**config.mk**
```make
export PLATFORM = sky130hd
export DESIGN_NAME = alu_wb_mod_flat
export DESIGN_NICKNAME = d
export VERILOG_FILES = /design/src/rtl/alu_wb_mod_if.sv /design/src/rtl/alu_wb_mod.sv /design/src/flat_wrapper.sv
export SDC_FILE = /design/constraint.sdc
export NUM_CORES = 1
export LEC_CHECK = 0
export ABC_AREA = 1
export CAP_MARGIN = 10
export CELL_PAD_IN_SITES_DETAIL_PLACEMENT = 2
export CELL_PAD_IN_SITES_GLOBAL_PLACEMENT = 2
export CORE_UTILIZATION = 29
export DETAILED_ROUTE_END_ITERATION = 10
export PLACE_DENSITY_LB_ADDON = 0.2
export SETUP_SLACK_MARGIN = 0.3
export SLEW_MARGIN = 15
export SYNTH_ARGS = -nofsm -noshare
export SYNTH_HDL_FRONTEND = slang
export SYNTH_SLANG_ARGS = --single-unit
```
**constraint.sdc**
```tcl
create_clock -name clk -period 1.58 [get_ports clk]
set_input_delay 0.158 -clock clk [delete_from_list [all_inputs] [get_ports clk]]
set_output_delay 0.158 -clock clk [all_outputs]
set_load 0.05 [all_outputs]
```
**src/rtl/alu_wb_mod_if.sv**
```systemverilog
// Execute-to-writeback bus: ALU result beats in, register-file write requests and status flags out.
// master drives the ALU beat and register-file ready; slave is the writeback block.
interface alu_wb_mod_if #(
    parameter int DATA_W = 32,
    parameter int ADDR_W = 5
);
    logic              in_valid_i;
    logic              in_ready_o;
    logic [DATA_W-1:0] in_result_i;
    logic              in_c_flag_i;
    logic              in_v_flag_i;
    logic [ADDR_W-1:0] in_rd_i;
    logic              in_we_i;
    logic              in_setflags_i;
    logic              flush_i;
    logic              rf_valid_o;
    logic              rf_ready_i;
    logic [ADDR_W-1:0] rf_waddr_o;
    logic [DATA_W-1:0] rf_wdata_o;
    logic              flag_c_o;
    logic              flag_v_o;
    logic              flag_z_o;
    logic              flag_n_o;

    modport master (
        output in_valid_i, in_result_i, in_c_flag_i, in_v_flag_i, in_rd_i,
               in_we_i, in_setflags_i, flush_i, rf_ready_i,
        input  in_ready_o, rf_valid_o, rf_waddr_o, rf_wdata_o,
               flag_c_o, flag_v_o, flag_z_o, flag_n_o
    );

    modport slave (
        input  in_valid_i, in_result_i, in_c_flag_i, in_v_flag_i, in_rd_i,
               in_we_i, in_setflags_i, flush_i, rf_ready_i,
        output in_ready_o, rf_valid_o, rf_waddr_o, rf_wdata_o,
               flag_c_o, flag_v_o, flag_z_o, flag_n_o
    );
endinterface

```
**src/rtl/alu_wb_mod.sv**
```systemverilog
// Writeback stage: keeps C/V/Z/N status flags and queues register-file writes in a 2-entry FIFO.
// Latency: a write is visible on the rf port and flags update one edge after acceptance.
// Backpressure: in_ready is registered (count != 2); rf_ready only pops, flush empties the FIFO.
module alu_wb_mod #(
    parameter int DATA_W = 32,
    parameter int ADDR_W = 5
) (
    input  logic        clk,
    input  logic        rst_n,
    alu_wb_mod_if.slave bus
);
    typedef struct packed {
        logic [ADDR_W-1:0] rd;
        logic [DATA_W-1:0] dat;
    } wb_entry_t;

    wb_entry_t  mem [2];
    logic       head;
    logic       tail;
    logic [1:0] count;
    logic       flag_c;
    logic       flag_v;
    logic       flag_z;
    logic       flag_n;

    logic accept;
    logic push;
    logic pop;

    // Flush wins over everything: the same-cycle beat and pop are both ignored.
    assign bus.in_ready_o = (count != 2'd2);
    assign accept = bus.in_valid_i && bus.in_ready_o && !bus.flush_i;
    assign push   = accept && bus.in_we_i && (bus.in_rd_i != '0);
    assign pop    = (count != 2'd0) && bus.rf_ready_i && !bus.flush_i;

    always_ff @(posedge clk or negedge rst_n) begin
        if (!rst_n) begin
            mem[0] <= '0;
            mem[1] <= '0;
            head   <= 1'b0;
            tail   <= 1'b0;
            count  <= 2'd0;
        end else if (bus.flush_i) begin
            head   <= 1'b0;
            tail   <= 1'b0;
            count  <= 2'd0;
        end else begin
            if (push) begin
                mem[tail] <= wb_entry_t'{rd: bus.in_rd_i, dat: bus.in_result_i};
                tail      <= ~tail;
            end
            if (pop) begin
                head <= ~head;
            end
            if (push && !pop) begin
                count <= count + 2'd1;
            end else if (pop && !push) begin
                count <= count - 2'd1;
            end
        end
    end

    always_ff @(posedge clk or negedge rst_n) begin
        if (!rst_n) begin
            flag_c <= 1'b0;
            flag_v <= 1'b0;
            flag_z <= 1'b0;
            flag_n <= 1'b0;
        end else if (accept && bus.in_setflags_i) begin
            flag_c <= bus.in_c_flag_i;
            flag_v <= bus.in_v_flag_i;
            flag_z <= (bus.in_result_i == '0);
            flag_n <= bus.in_result_i[DATA_W-1];
        end
    end

    assign bus.rf_valid_o = (count != 2'd0);
    assign bus.rf_waddr_o = mem[head].rd;
    assign bus.rf_wdata_o = mem[head].dat;
    assign bus.flag_c_o   = flag_c;
    assign bus.flag_v_o   = flag_v;
    assign bus.flag_z_o   = flag_z;
    assign bus.flag_n_o   = flag_n;
endmodule

```
**src/flat_wrapper.sv**
```systemverilog
// flat-port wrapper written by rule: the top's interface ports become plain ports
module alu_wb_mod_flat 
#(
    parameter int DATA_W = 32,
    parameter int ADDR_W = 5
)
  (clk, rst_n, bus_in_valid_i, bus_in_result_i, bus_in_c_flag_i, bus_in_v_flag_i, bus_in_rd_i, bus_in_we_i, bus_in_setflags_i, bus_flush_i, bus_rf_ready_i, bus_in_ready_o, bus_rf_valid_o, bus_rf_waddr_o, bus_rf_wdata_o, bus_flag_c_o, bus_flag_v_o, bus_flag_z_o, bus_flag_n_o);
  alu_wb_mod_if #(.DATA_W(DATA_W), .ADDR_W(ADDR_W)) bus_i ();
  input  logic clk;
  input  logic rst_n;
  input wire logic [$bits(bus_i.in_valid_i)-1:0] bus_in_valid_i;
  input wire logic [$bits(bus_i.in_result_i)-1:0] bus_in_result_i;
  input wire logic [$bits(bus_i.in_c_flag_i)-1:0] bus_in_c_flag_i;
  input wire logic [$bits(bus_i.in_v_flag_i)-1:0] bus_in_v_flag_i;
  input wire logic [$bits(bus_i.in_rd_i)-1:0] bus_in_rd_i;
  input wire logic [$bits(bus_i.in_we_i)-1:0] bus_in_we_i;
  input wire logic [$bits(bus_i.in_setflags_i)-1:0] bus_in_setflags_i;
  input wire logic [$bits(bus_i.flush_i)-1:0] bus_flush_i;
  input wire logic [$bits(bus_i.rf_ready_i)-1:0] bus_rf_ready_i;
  output wire logic [$bits(bus_i.in_ready_o)-1:0] bus_in_ready_o;
  output wire logic [$bits(bus_i.rf_valid_o)-1:0] bus_rf_valid_o;
  output wire logic [$bits(bus_i.rf_waddr_o)-1:0] bus_rf_waddr_o;
  output wire logic [$bits(bus_i.rf_wdata_o)-1:0] bus_rf_wdata_o;
  output wire logic [$bits(bus_i.flag_c_o)-1:0] bus_flag_c_o;
  output wire logic [$bits(bus_i.flag_v_o)-1:0] bus_flag_v_o;
  output wire logic [$bits(bus_i.flag_z_o)-1:0] bus_flag_z_o;
  output wire logic [$bits(bus_i.flag_n_o)-1:0] bus_flag_n_o;
  assign bus_i.in_valid_i = bus_in_valid_i;
  assign bus_i.in_result_i = bus_in_result_i;
  assign bus_i.in_c_flag_i = bus_in_c_flag_i;
  assign bus_i.in_v_flag_i = bus_in_v_flag_i;
  assign bus_i.in_rd_i = bus_in_rd_i;
  assign bus_i.in_we_i = bus_in_we_i;
  assign bus_i.in_setflags_i = bus_in_setflags_i;
  assign bus_i.flush_i = bus_flush_i;
  assign bus_i.rf_ready_i = bus_rf_ready_i;
  assign bus_in_ready_o = bus_i.in_ready_o;
  assign bus_rf_valid_o = bus_i.rf_valid_o;
  assign bus_rf_waddr_o = bus_i.rf_waddr_o;
  assign bus_rf_wdata_o = bus_i.rf_wdata_o;
  assign bus_flag_c_o = bus_i.flag_c_o;
  assign bus_flag_v_o = bus_i.flag_v_o;
  assign bus_flag_z_o = bus_i.flag_z_o;
  assign bus_flag_n_o = bus_i.flag_n_o;
  alu_wb_mod #(.DATA_W(DATA_W), .ADDR_W(ADDR_W)) u_core (.clk(clk), .rst_n(rst_n), .bus(bus_i));
endmodule
```
== Word-level counts from Yosys, hierarchy flattened ==
Cells that the tools add are included.

* Register bits: 82
* Output and inout bits: 43
* Word-level logic and storage cells: 55

* $add $sub $neg: 2
* $lt $le $gt $ge: 3
* Eq/ne operators: 1
* Multiplexer cells: 13
* Bitwise logic cells: 5
* Reductions and logical operators: 20

{| class="wikitable"
|+ Operators by type and width
! cell !! count
|-
| two-way mux 37 bit || 4
|-
| bitwise mux 74 bit || 1
|-
| demux 37 bit (select 1 bit) || 1
|-
| logical NOT 32 bit || 1
|-
| logical AND 1 bit || 10
|-
| two-way mux 2 bit || 3
|-
| nonzero test 2 bit || 3
|-
| nonzero test 5 bit || 1
|-
| greater-or-equal comparator 2 bit, second input constant || 2
|-
| two-way mux 1 bit || 4
|-
| NOT 1 -> 2 bit || 2
|-
| logical NOT 1 bit || 3
|-
| NOT 1 bit || 3
|-
| nonzero test 3 bit || 1
|-
| adder 2 x 1 -> 2 bit, second input constant || 1
|-
| < comparator 2 x 1 -> 1 bit, second input constant || 1
|-
| inequality test 2 bit, second input constant || 1
|-
| AND reduction 2 bit || 1
|-
| subtractor 2 x 1 -> 2 bit, second input constant || 1
|}

== Logic depth before layout (Yosys ltp) ==
Gate-level depths: netlist of the first run.

* Word-level depth: 10
* Gate-level depth with buffers: 9

== Worst setup path before layout of the first run ==
Ideal clock, no wire load.

* Kind: register to register
* From: reg u_core.count[0]
* To: reg u_core.mem[12] (netlist name)
* Library setup time: 0.122 ns
* Arrival: 1.576 ns
* Required time: 1.458 ns
* Path slack: -0.118 ns
* Cell stages (with the launch flop): 10
* Path buffers: 2
* Clock period less this slack: 1.698 ns
* Cell sequence: dfrtp_1 > inv_2 > nand2_1 > nand2_1 > nor2_2 > nand3_1 > buf_2 > buf_2 > nand2_1 > o21ai_1

* Word-level cells in the longest chain between the ends: 6

{| class="wikitable"
|+ Ends and longest elaborated chain
! item !! line !! source
|-
| start, declared || alu_wb_mod.sv:20 || <nowiki>logic [1:0] count;</nowiki>
|-
| start signal, assigned || alu_wb_mod.sv:56 || <nowiki>count <= count + 2'd1;</nowiki>
|-
| start signal, assigned || alu_wb_mod.sv:58 || <nowiki>count <= count - 2'd1;</nowiki>
|-
| inequality test 2 bit || alu_wb_mod.sv:31 || <nowiki>assign bus.in_ready_o = (count != 2'd2);</nowiki>
|-
| net bus_in_ready_o || flat_wrapper.sv:20 || <nowiki>output wire logic [$bits(bus_i.in_ready_o)-1:0] bus_in_ready_o;</nowiki>
|-
| logical AND 1 bit (2 in series) || alu_wb_mod.sv:32 || <nowiki>assign accept = bus.in_valid_i && bus.in_ready_o && !bus.flush_i;</nowiki>
|-
| logical AND 1 bit (2 in series) || alu_wb_mod.sv:33 || <nowiki>assign push = accept && bus.in_we_i && (bus.in_rd_i != '0);</nowiki>
|-
| AND reduction 2 bit (no source line) || n/a ||
|-
| end signal, assigned by index || alu_wb_mod.sv:49 || <nowiki>mem[tail] <= wb_entry_t'{rd: bus.in_rd_i, dat: bus.in_result_i};</nowiki>
|-
| end, declared || alu_wb_mod.sv:17 || <nowiki>wb_entry_t mem [2];</nowiki>
|}

The timed path passes the listed nets, and every way through them passes these cells.
A chain may end at the register's enable or synchronous reset.

== Worst setup path in the final report of the first run ==
* From: reg u_core.count[1]
* To: reg u_core.count[0]

* Word-level cells in the longest chain between the ends: 8
* Elaborated cells on any way between the ends: 15
* Those cells by class: 1 x eq/ne; 2 x mux; 12 x reduce/logical

{| class="wikitable"
|+ Ends and longest elaborated chain
! item !! line
|-
| inequality test 2 bit || alu_wb_mod.sv:31
|-
| logical AND 1 bit (2 in series) || alu_wb_mod.sv:32
|-
| logical AND 1 bit (2 in series) || alu_wb_mod.sv:33
|-
| logical AND 1 bit or logical NOT 1 bit (tied branches) || alu_wb_mod.sv:55, alu_wb_mod.sv:57
|-
| two-way mux 2 bit or logical AND 1 bit (tied branches) || alu_wb_mod.sv:55, alu_wb_mod.sv:57
|-
| two-way mux 2 bit or nonzero test 3 bit (tied branches) || n/a
|}

Parallel ways exist; a longest one is shown, timed or not.

==> reports/summary.txt, run 1 <==
I/O pins: 89
Detailed Place HPWL: 7950 um
Setup Viol. Count Final: 111
Area Overhead vs Synth: 104%
post-route clock period utilization: 1.17
Final Power: 16600 uW
post-synthesis compound-gate area fraction: 0.123
number of global-route vias before repair: 4573
grt ovf: 0
Setup crit start kind: register
R2R Path Start: u_core.count[1]
top cells by area, synth: dfrtp_1, nand2_1, o21ai_1, o21ai_2, inv_1
Max Used Layer: met4
CP endpoint: u_core.count[0]
Met3 Routed Length: 1200 um
Critical Path Fanout Max: 3
starting density of the core: 0.299
largest net degree at the start of global routing: 83
Rows: 41
H-tree depth: 3
chip height: 117 um
crit path kind: register to register
Post-Place Worst Slack: -217 ps
Clock Sink Count: 82
first-pass GRT wire length: 26800 um
Metal-1 WL: 9590 um
cell area after synthesis: 3810 um2
Synth cell types: 19
CORE AREA: 12700 um2
mux cell area share after synthesis: 0
Setup Skew: 17.4 ps
P_leak: 0.00371 uW
CTS buffer count: 9
Setup crit start: u_core.count[1]
Cells after DPL: 724
die width: 117 um
share of cells above drive strength 1: 0.616
Final #Nets: 664
Post-Synth Simple-Gate Area: 0.247
diode count: 0
Cells after Synth: 469
top-area cell type share of the netlist area: 0.539
outcome: complete, but fails checks
Hold WS: 377 ps
Worst Path Required: 1800 ps
reg2reg path depth: 11
clock root buffer: clkbuf_16
CTS Buffer Depth: 2
Max-Cap Viols: 0
Seq/Total Area, Yosys: 0.539
RSZ-0062 raised after global routing: true
largest family of logic cells by synthesized area: simple AND/OR/NAND/NOR gates
Filler Cells Inserted: 1178
min Tclk post-route: 1840 ps
Mean Syn Cell Area: 8.12 um2
DR pass1 iterations: 4
post-route insts no fill: 794
Max transition margin: 0.566
end of the worst register-to-register path: u_core.count[0]
final worst slack: -261 ps
ANT nets after route: 0
Crit. End Element: register
post-detailed-route wirelength per cell: 32.1 um
crit path DAT: 2060 ps
Yosys reg bits: 82
initial antenna violation count: 0
clock slew at reported path FFs: 80 ps
Yosys warning count: 0
final hold viol count: 0
Synth Area in Adders: 0
vias: 4257
GRT Total Usage: 0.279
XOR/XNOR Fraction of Synth Area: 0
FMAX: 0.543 GHz
area leader, netlist: dfrtp_1
Max Transition Viols Final: 0
via-per-instance ratio: 5.36
PortBufs: 88
routed wl met2: 13400 um
Routed WL: 25500 um
Worst VDD drop: 0.00117 V
worst reg-to-reg setup slack: -260 ps
pwr dens: 2130 nW/um2
routability cong.: 0.710
residual DRC count: 0
worst slew pin tran: 645 ps
failing checks: negative setup slack
DR iter-0 viols: 232
area of the die: 13600 um2
worst hold path type: input port to async pin
worst skew pair latency: 370 ps
CTS tree: yes
Syn Nets: 515
==> cells in the mapped netlist, drive strengths merged <==
cell type,number
o21ai,79
nand4,7
nor2,12
clkinv,1
nor4,2
clkbuf,9
nand3,9
inv,46
nand2,207
or2,1
dfrtp,82
buf,14
==> cells in the final DEF, fill, tap and decap left out <==
master / n
nand2_1: 42
nand2_4: 114
o21ai_0: 2
buf_8: 39
nand4_1: 7
clkbuf_8: 1
inv_1: 41
nor2_2: 2
nand3_2: 3
inv_2: 2
o21ai_2: 67
dfrtp_1: 79
o21ai_4: 4
inv_4: 2
nand3_4: 1
nand2_2: 49
clkbuf_1: 2
inv_8: 1
clkbuf_16: 18
nor2_1: 8
buf_4: 21
nor2_4: 2
nor4_1: 2
bufinv_16: 1
buf_12: 15
nand3_1: 5
dfrtp_2: 3
dlygate4sd3_1: 1
clkinv_2: 3
buf_16: 17
nand2_8: 2
clkdlybuf4s50_1: 44
or2_4: 1
o21ai_1: 6
buf_6: 15
==> layer usage <==
layer	GRT usage	vias up
met5	0	-
li1	-	1788
met3	0.0524	74
met2	0.510	173
met1	0.313	2222
met4	0.132	0
==> cell families (layout without fill, tap and decap cells) <==
group                  Yosys count  in the layout
buffers and inverters           70            223
flip-flops                      82             82
AND/OR/NAND/NOR                238            238
AO/OA/AOI/OAI                   79             79
==> timing repair <==
item,4_1_cts,5_1_grt
cloned,16,11
buffers inserted,14,13
setup endpoints to repair,119,120
pin swaps,6,37
resized for setup,200,238
hold buffers,1,0
hold endpoints to repair,82,0
==> registers in the layout, indices dropped and copies added (netlist names) <==
| name | cells |
|---|---|
| u_core.bus.flag_c_o | 1 |
| u_core.head | 1 |
| u_core.bus.flag_z_o | 1 |
| u_core.bus.flag_v_o | 1 |
| u_core.bus.flag_n_o | 1 |
| u_core.tail | 1 |
| u_core.mem | 74 |
| u_core.count | 2 |
==> worst max-delay path: stages, from the launching register on <==
cell	delay [ps]
dfrtp_2	440
buf_6	140
nand2_4	80
nand2_4	70
nor2_4	140
buf_4	140
buf_4	110
nand3_2	90
nand2_2	120
inv_2	60
nand2_1	130
o21ai_0	170
==> how the worst min path moves through the flow <==
| stage | to | cells past startpoint | slack, ps | from |
|---|---|---|---|---|
| 6_report | u_core.head | 3 | 380 | rst_n |
| 3_3_place_gp | u_core.bus.flag_n_o | 2 | 230 | rst_n |
| 3_5_place_dp | u_core.bus.flag_v_o | 2 | 230 | rst_n |
| 5_1_grt | u_core.bus.flag_c_o | 3 | 410 | bus_in_c_flag_i |
| 2_1_floorplan | u_core.bus.flag_c_o | 0 | -140 | rst_n |
| 4_1_cts | u_core.bus.flag_v_o | 3 | 350 | bus_in_v_flag_i |
==> report_power, final <==
part           internal (uW)  leakage [uW]  switching, uW  total [uW]
Clock                   1260      0.000142           1050        2310
Sequential              3040       0.00104           1520        4560
Combinational           4150       0.00252           5560        9710
==> through the flow <==
step,area (um2),setup TNS [ps],utilization
2_1_floorplan,3960,0,-
3_3_place_gp,5000,-9170,0.393
3_5_place_dp,5000,-11870,0.393
5_1_grt,7790,-12670,0.612
6_report,7790,-9840,0.612
4_1_cts,6520,-5.12,0.512
==> layout make-up <==
| cell class | count | area (um2) | area share |
|---|---|---|---|
| Clock buffer | 12 | 246 | 0.0317 |
| Clock inverter | 3 | 40.0 | 0.00514 |
| Inverter | 47 | 190 | 0.0244 |
| Multi-Input combinational cell | 317 | 2680 | 0.345 |
| Sequential cell | 82 | 2060 | 0.264 |
| Tap cell | 172 | 215 | 0.0276 |
| Timing Repair Buffer | 161 | 2360 | 0.303 |
(Power assumes the default switching activity.)
==> inputs of run 2 (changes only) <==
--- a/config.mk
+++ b/config.mk
@@ -11,7 +11,7 @@
 export CELL_PAD_IN_SITES_GLOBAL_PLACEMENT = 2
 export CORE_UTILIZATION = 29
 export DETAILED_ROUTE_END_ITERATION = 10
-export PLACE_DENSITY_LB_ADDON = 0.2
+export PLACE_DENSITY_LB_ADDON = 0.1
 export SETUP_SLACK_MARGIN = 0.3
 export SLEW_MARGIN = 15
 export SYNTH_ARGS = -nofsm -noshare
==> run 2 against run 1 <==
  * The flow still finishes with violations (negative setup slack)
  * Critical path depth shrank 3
  * Final cell count is 1.0% lower
  * Worst hold slack worse by 80 ps
  * Sequential power fell by 5.0%
  * Clock skew decreased by 8.0 ps
  * Wire length shrank 14%
  * Clock power shrank 12%
  * Worst setup slack improved by 110 ps
  * First-iteration DRC count shrank 17%
  * Critical path type unchanged
  * Critical endpoint is now u_core.mem[35]
  * Largest cell class unchanged
==> reports/summary.txt, run 2 (synthesis gave the netlist of run 1 again) <==
P_leak: 0.00373 uW (+0.57%)
first-pass GRT wire length: 23700 um (-11%)
worst hold path type: input port to async pin
GRT Total Usage: 0.239 (-0.0398)
P_int: 8110 uW (-4.1%)
FMAX: 0.579 GHz (+6.6%)
sequential share of power: 0.277 (+0.002)
post-route setup TNS: -4030 ps (+5800 ps)
vias: 4045 (-5.0%)
Clk pwr share: 0.130 (-0.009)
post-detailed-route wirelength per cell: 27.8 um (-13%)
Cells after DPL: 724 (unchanged)
post-layout util: 0.577 (-0.0349)
I/O pins: 89 (unchanged)
most flop-heavy register: u_core.mem
diode count: 0 (unchanged)
Setup Viol. Count Final: 85 (-23%)
Setup Skew: 9.38 ps (-7.99 ps)
P_sw: 7510 uW (-7.6%)
Critical Path Fanout Max: 14 (+11)
crit path DAT: 1970 ps (-90 ps)
ANT nets after route: 0 (unchanged)
area of the die: 13600 um2 (unchanged)
DR pass1 iterations: 4 (unchanged)
most used cell along the critical path: nand2_4
Setup crit start kind: register
H-tree depth: 3 (unchanged)
worst skew pair latency: 360 ps (about the same)
Max Transition Viols Final: 0 (unchanged)
initial antenna violation count: 0 (unchanged)
post-route insts no fill: 786 (-1.0%)
number of global-route vias before repair: 4218 (-7.8%)
RSZ-0062 raised after global routing: true
Crit. End Element: register
Area Overhead vs Synth: 92.7%
via-per-instance ratio: 5.15 (-4.0%)
Routed WL: 21900 um (-14%)
die width: 117 um (unchanged)
Worst Path Required: 1830 ps (+30 ps)
DR iter-0 viols: 192 (-17%)
final hold viol count: 0 (unchanged)
PortBufs: 88 (unchanged)
clock slew at reported path FFs: 70 ps (about the same)
routability cong.: 0.745 (+4.8%)
worst slew pin tran: 435 ps (-210 ps)
failing checks: negative setup slack
CP delay by family, top: buffers and inverters
CP cell instances: buf_4 > nand2_4 > nand2_4 > nor2_4 > nand3_4 > buf_12 > buf_16 > o21ai_1
starting density of the core: 0.299 (unchanged)
commonest cells after routing, fill and taps aside: nand2_4, dfrtp_1, nand2_1, nand2_2, clkdlybuf4s50_1
end of the worst register-to-register path: u_core.mem[35]
Multi-input gate area: 2350 um2 (-12%)
crit path kind: register to register
FF+latch area: 2060 um2 (unchanged)
CP max stage cell: dfrtp_2
pwr dens: 2130 nW/um2 (-0.13%)
outcome: complete, but fails checks
commonest non-fill, non-tap cell in the layout: nand2_4
Clock Sink Count: 82 (unchanged)
biggest regs: u_core.mem x74, u_core.count x2
Max-Cap Viols: 0 (unchanged)
CTS tree: yes
R2R Path Start: u_core.count[1]
grt ovf: 0 (unchanged)
CTS Buffer Depth: 2 (unchanged)
Max transition margin: 0.707 (+0.141)
post-route cell area: 7340 um2 (-5.7%)
power share of the combinational group: 0.592 (+0.006)
share of cells above drive strength 1: 0.515 (-0.101)
reg2reg path depth: 8 (-3)
Filler Cells Inserted: 1227 (+4.2%)
min Tclk post-route: 1730 ps (-114 ps)
CORE AREA: 12700 um2 (unchanged)
chip height: 117 um (unchanged)
Worst VDD drop: 0.00123 V (+4.5%)
Final #Nets: 658 (-0.90%)
final worst slack: -147 ps (+114 ps)
Rows: 41 (unchanged)
largest net degree at the start of global routing: 48 (-42%)
max incr delay on CP: 420 ps (-20 ps)
post-route clock period utilization: 1.09 (-0.0722)
Sw Share: 0.481 (-0.00945)
residual DRC count: 0 (unchanged)
Detailed Place HPWL: 8050 um (+1.3%)
max reg flops: 74 (unchanged)
clock root buffer: clkbuf_16
Cell Area, Placed: 5000 um2 (unchanged)
Buf/Inv on CP: 3 (-1)
worst reg-to-reg setup slack: -150 ps (+110 ps)
CTS buffer count: 9 (unchanged)
[run 2: worst register-to-register path, stage by stage, from the launching register on]
cell and delay, ps:
dfrtp_2 420, buf_4 160, nand2_4 80, nand2_4 70, nor2_4 160, nand3_4 150
buf_12 190, buf_16 160, o21ai_1 240
[run 2: timing repair]
| action | 4_1_cts | 5_1_grt |
|---|---|---|
| resized for setup | 92 | 239 |
| pin swaps | 7 | 44 |
| hold buffers | 1 | 0 |
| gates cloned | 15 | 13 |
| endpoints found under the hold margin | 27 | 0 |
| buffers inserted | 15 | 5 |
| setup endpoints to repair | 119 | 120 |
[run 2: area by class of cell]
class / instances / area share
Tap cell: 172 / 0.0293
Timing Repair Buffer: 154 / 0.309
Sequential cell: 82 / 0.280
Multi-Input combinational cell: 318 / 0.321
Clock buffer: 13 / 0.0354
Inverter: 47 / 0.0252
[run 2: worst max-delay path by stage]
| stage | startpoint | end | slack (ps) | depth (start not counted) |
|---|---|---|---|---|
| 6_report | u_core.count[1] | u_core.mem[35] | -150 | 8 |
| 5_1_grt | u_core.count[1] | u_core.mem[68] | -200 | 8 |
| 4_1_cts | u_core.head | bus_rf_waddr_o[4] | 2 | 5 |
| 3_5_place_dp | bus_in_rd_i[3] | u_core.mem[73] | -160 | 8 |
| 3_3_place_gp | bus_in_rd_i[3] | u_core.mem[52] | -110 | 8 |
| 2_1_floorplan | u_core.count[0] | u_core.mem[12] | 120 | 9 |
[run 2: metrics by stage]
stage,setup WS (ps),total power [uW],hold slack (ps)
global placement,-111,9040,125
CTS,2.47,12200,310
detailed placement,-164,9270,126
finish,-147,15600,297
global route,-205,16100,340
floorplan,125,7530,-138
[run 2: per-layer routing]
| metal | GRT usage | share of wire | vias up |
|---|---|---|---|
| li1 | - | - | 1761 |
| met1 | 0.283 | 0.40 | 2101 |
| met2 | 0.444 | 0.53 | 127 |
| met3 | 0.0441 | 0.035 | 56 |
| met4 | 0.0624 | 0.035 | 0 |
| met5 | 0 | 0 | - |
[run 2: power groups by stage]
stage,logic [uW],registers (uW),clock network (uW)
floorplan,3930,3600,0
global placement,5450,3600,0
detailed placement,5600,3670,0
CTS,6570,3690,1990
global route,9620,4380,2130
finish,9250,4330,2040
==> inputs of run 3 (changes only) <==
--- a/config.mk
+++ b/config.mk
@@ -17,3 +17,4 @@
 export SYNTH_ARGS = -nofsm -noshare
 export SYNTH_HDL_FRONTEND = slang
 export SYNTH_SLANG_ARGS = --single-unit
+export TNS_END_PERCENT = 30
==> run 3 against run 2 <==
  * The flow now finishes without violations
  * Global-route usage down 5.2 points
  * Total power is 20% lower
  * Critical path depth decreased by 3
  * Sequential power is 15% lower
  * Largest power group unchanged
==> reports/summary.txt, run 3 (synthesis gave the netlist of run 1 again) <==
starting density of the core: 0.299 (unchanged)
post-route insts no fill: 759 (-3.4%)
CTS Buffer Depth: 2 (unchanged)
post-detailed-route wirelength per cell: 17.0 um (-39%)
ANT nets after route: 0 (unchanged)
Setup Viol. Count Final: 0 (-100%)
most flop-heavy register: u_core.mem
outcome: finished, final reports clean
Hold WS: 286 ps (-11.7 ps)
crit path DAT: 1390 ps (-580 ps)
Multi-input gate area: 1600 um2 (-32%)
FMAX: 0.645 GHz (+11%)
CORE AREA: 12700 um2 (unchanged)
Max Transition Viols Final: 0 (unchanged)
Area Overhead vs Synth: 54.9%
CTS tree: yes
I/O pins: 89 (unchanged)
share of cells above drive strength 1: 0.305 (-0.210)
Rows: 41 (unchanged)
Max transition margin: 0.741 (+0.0335)
grt ovf: 0 (unchanged)
post-layout util: 0.464 (-0.113)
Final Power: 12400 uW (-20%)
crit path kind: register to primary output
Critical Path Fanout Max: 16 (+2)
vias: 3581 (-11%)
number of global-route vias before repair: 3816 (-9.5%)
worst skew pair latency: 350 ps (about the same)
worst slew pin tran: 389 ps (-46.2 ps)
FF+latch area: 2050 um2 (about the same)
via-per-instance ratio: 4.72 (-8.3%)
Cells after DPL: 730 (+0.83%)
area of the die: 13600 um2 (unchanged)
pwr dens: 2100 nW/um2 (-1.1%)
Detailed Place HPWL: 8100 um (+0.58%)
Routed WL: 12900 um (-41%)
DR iter-0 viols: 84 (-56%)
GRT Total Usage: 0.187 (-0.0524)
P_leak: 0.00294 uW (-21%)
routability cong.: 0.707 (-5.0%)
CTS buffer count: 9 (unchanged)
PortBufs: 88 (unchanged)
commonest non-fill, non-tap cell in the layout: nand2_1
Max-Cap Viols: 0 (unchanged)
residual DRC count: 0 (unchanged)
Clock Sink Count: 82 (unchanged)
Setup crit start: u_core.head
Setup Skew: 10.4 ps (+1.04 ps)
Filler Cells Inserted: 1408 (+15%)
DR pass1 iterations: 4 (unchanged)
chip height: 117 um (unchanged)
Setup crit start kind: register
biggest regs: u_core.mem x74, u_core.count x2
Worst Path Required: 1420 ps (-410 ps)
H-tree depth: 3 (unchanged)
Worst VDD drop: 0.00116 V (-5.2%)
commonest cells after routing, fill and taps aside: nand2_1, dfrtp_1, o21ai_1, clkdlybuf4s50_1, inv_1
diode count: 0 (unchanged)
largest net degree at the start of global routing: 51 (+6.3%)
post-route clock period utilization: 0.981 (-0.112)
R2R Path Start: u_core.count[1]
clock slew at reported path FFs: 60 ps (about the same)
die width: 117 um (unchanged)
first-pass GRT wire length: 19100 um (-19%)
min Tclk post-route: 1550 ps (-177 ps)
worst hold path type: input port to async pin
max reg flops: 74 (unchanged)
initial antenna violation count: 0 (unchanged)
final hold viol count: 0 (unchanged)
RSZ-0062 raised after global routing: true
Final #Nets: 628 (-4.6%)
Crit. End Element: primary output
clock root buffer: clkbuf_16
==> run 3: cell types whose count changed in the layout (fill, tap and decap cells not counted), sizes merged <==
cell / change
buf: -24
clkbuf: -6
clkinv: +3
bufbuf: -2
bufinv: +2
clkinvlp: +1
or2: -1
==> run 3: stage by stage <==
step           setup WS [ps]  TNS (ps)  cell area [um2]
2_1_floorplan            125         0             3840
3_3_place_gp           -80.6     -3810             4970
3_5_place_dp            -126     -6650             4970
4_1_cts                 10.1         0             5510
5_1_grt                -30.1      -438             5900
6_report                30.7         0             5900
==> run 3: cell type report <==
cell class              count  area share
multi-input cells         317       0.272
repair buffers            125       0.258
clock inverters             6      0.0153
flip-flops and latches     82       0.348
well taps                 172      0.0365
clock buffers              10      0.0405
inverters                  47      0.0305
==> run 3: critical path: stages (launching register included) <==
cell and delay, ps:
dfrtp_2 450, inv_4 110, buf_12 150, nand2_1 60, nand2_1 90, buf_6 170
==> run 3: path summary, 6_finish.rpt <==
kind	endpoint	slack, ps	depth (start not counted)
setup / recovery	bus_rf_wdata_o[22]	30	5
hold / removal	u_core.mem[4]	290	2
setup reg to reg	u_core.mem[51]	50	8
hold reg to reg	u_core.bus.flag_v_o	480	2
max in group asynchronous	u_core.mem[73]	760	3
min in group clk	u_core.bus.flag_c_o	370	3
==> run 3: layer usage <==
metal / part of all wire / GRT usage / vias up
met5: 0 / 0 / -
met4: 0.014 / 0.0700 / 0
met3: 0.030 / 0.0358 / 15
met2: 0.52 / 0.321 / 66
met1: 0.44 / 0.233 / 1804
li1: - / - / 1696
==> run 3: timing repair <==
item,in CTS,in global routing
gates resized for setup,43,78
endpoints found under the hold margin,23,0
hold buffers,1,0
cloned,1,7
pin swaps,1,23
setup endpoints to repair,119,120
setup buffers,3,1
==> run 3: report_power, final <==
group / switching [uW] / internal, uW / total (uW)
combinational: 3930 / 2480 / 6410
sequential: 629 / 3050 / 3670
clock: 894 / 1430 / 2320
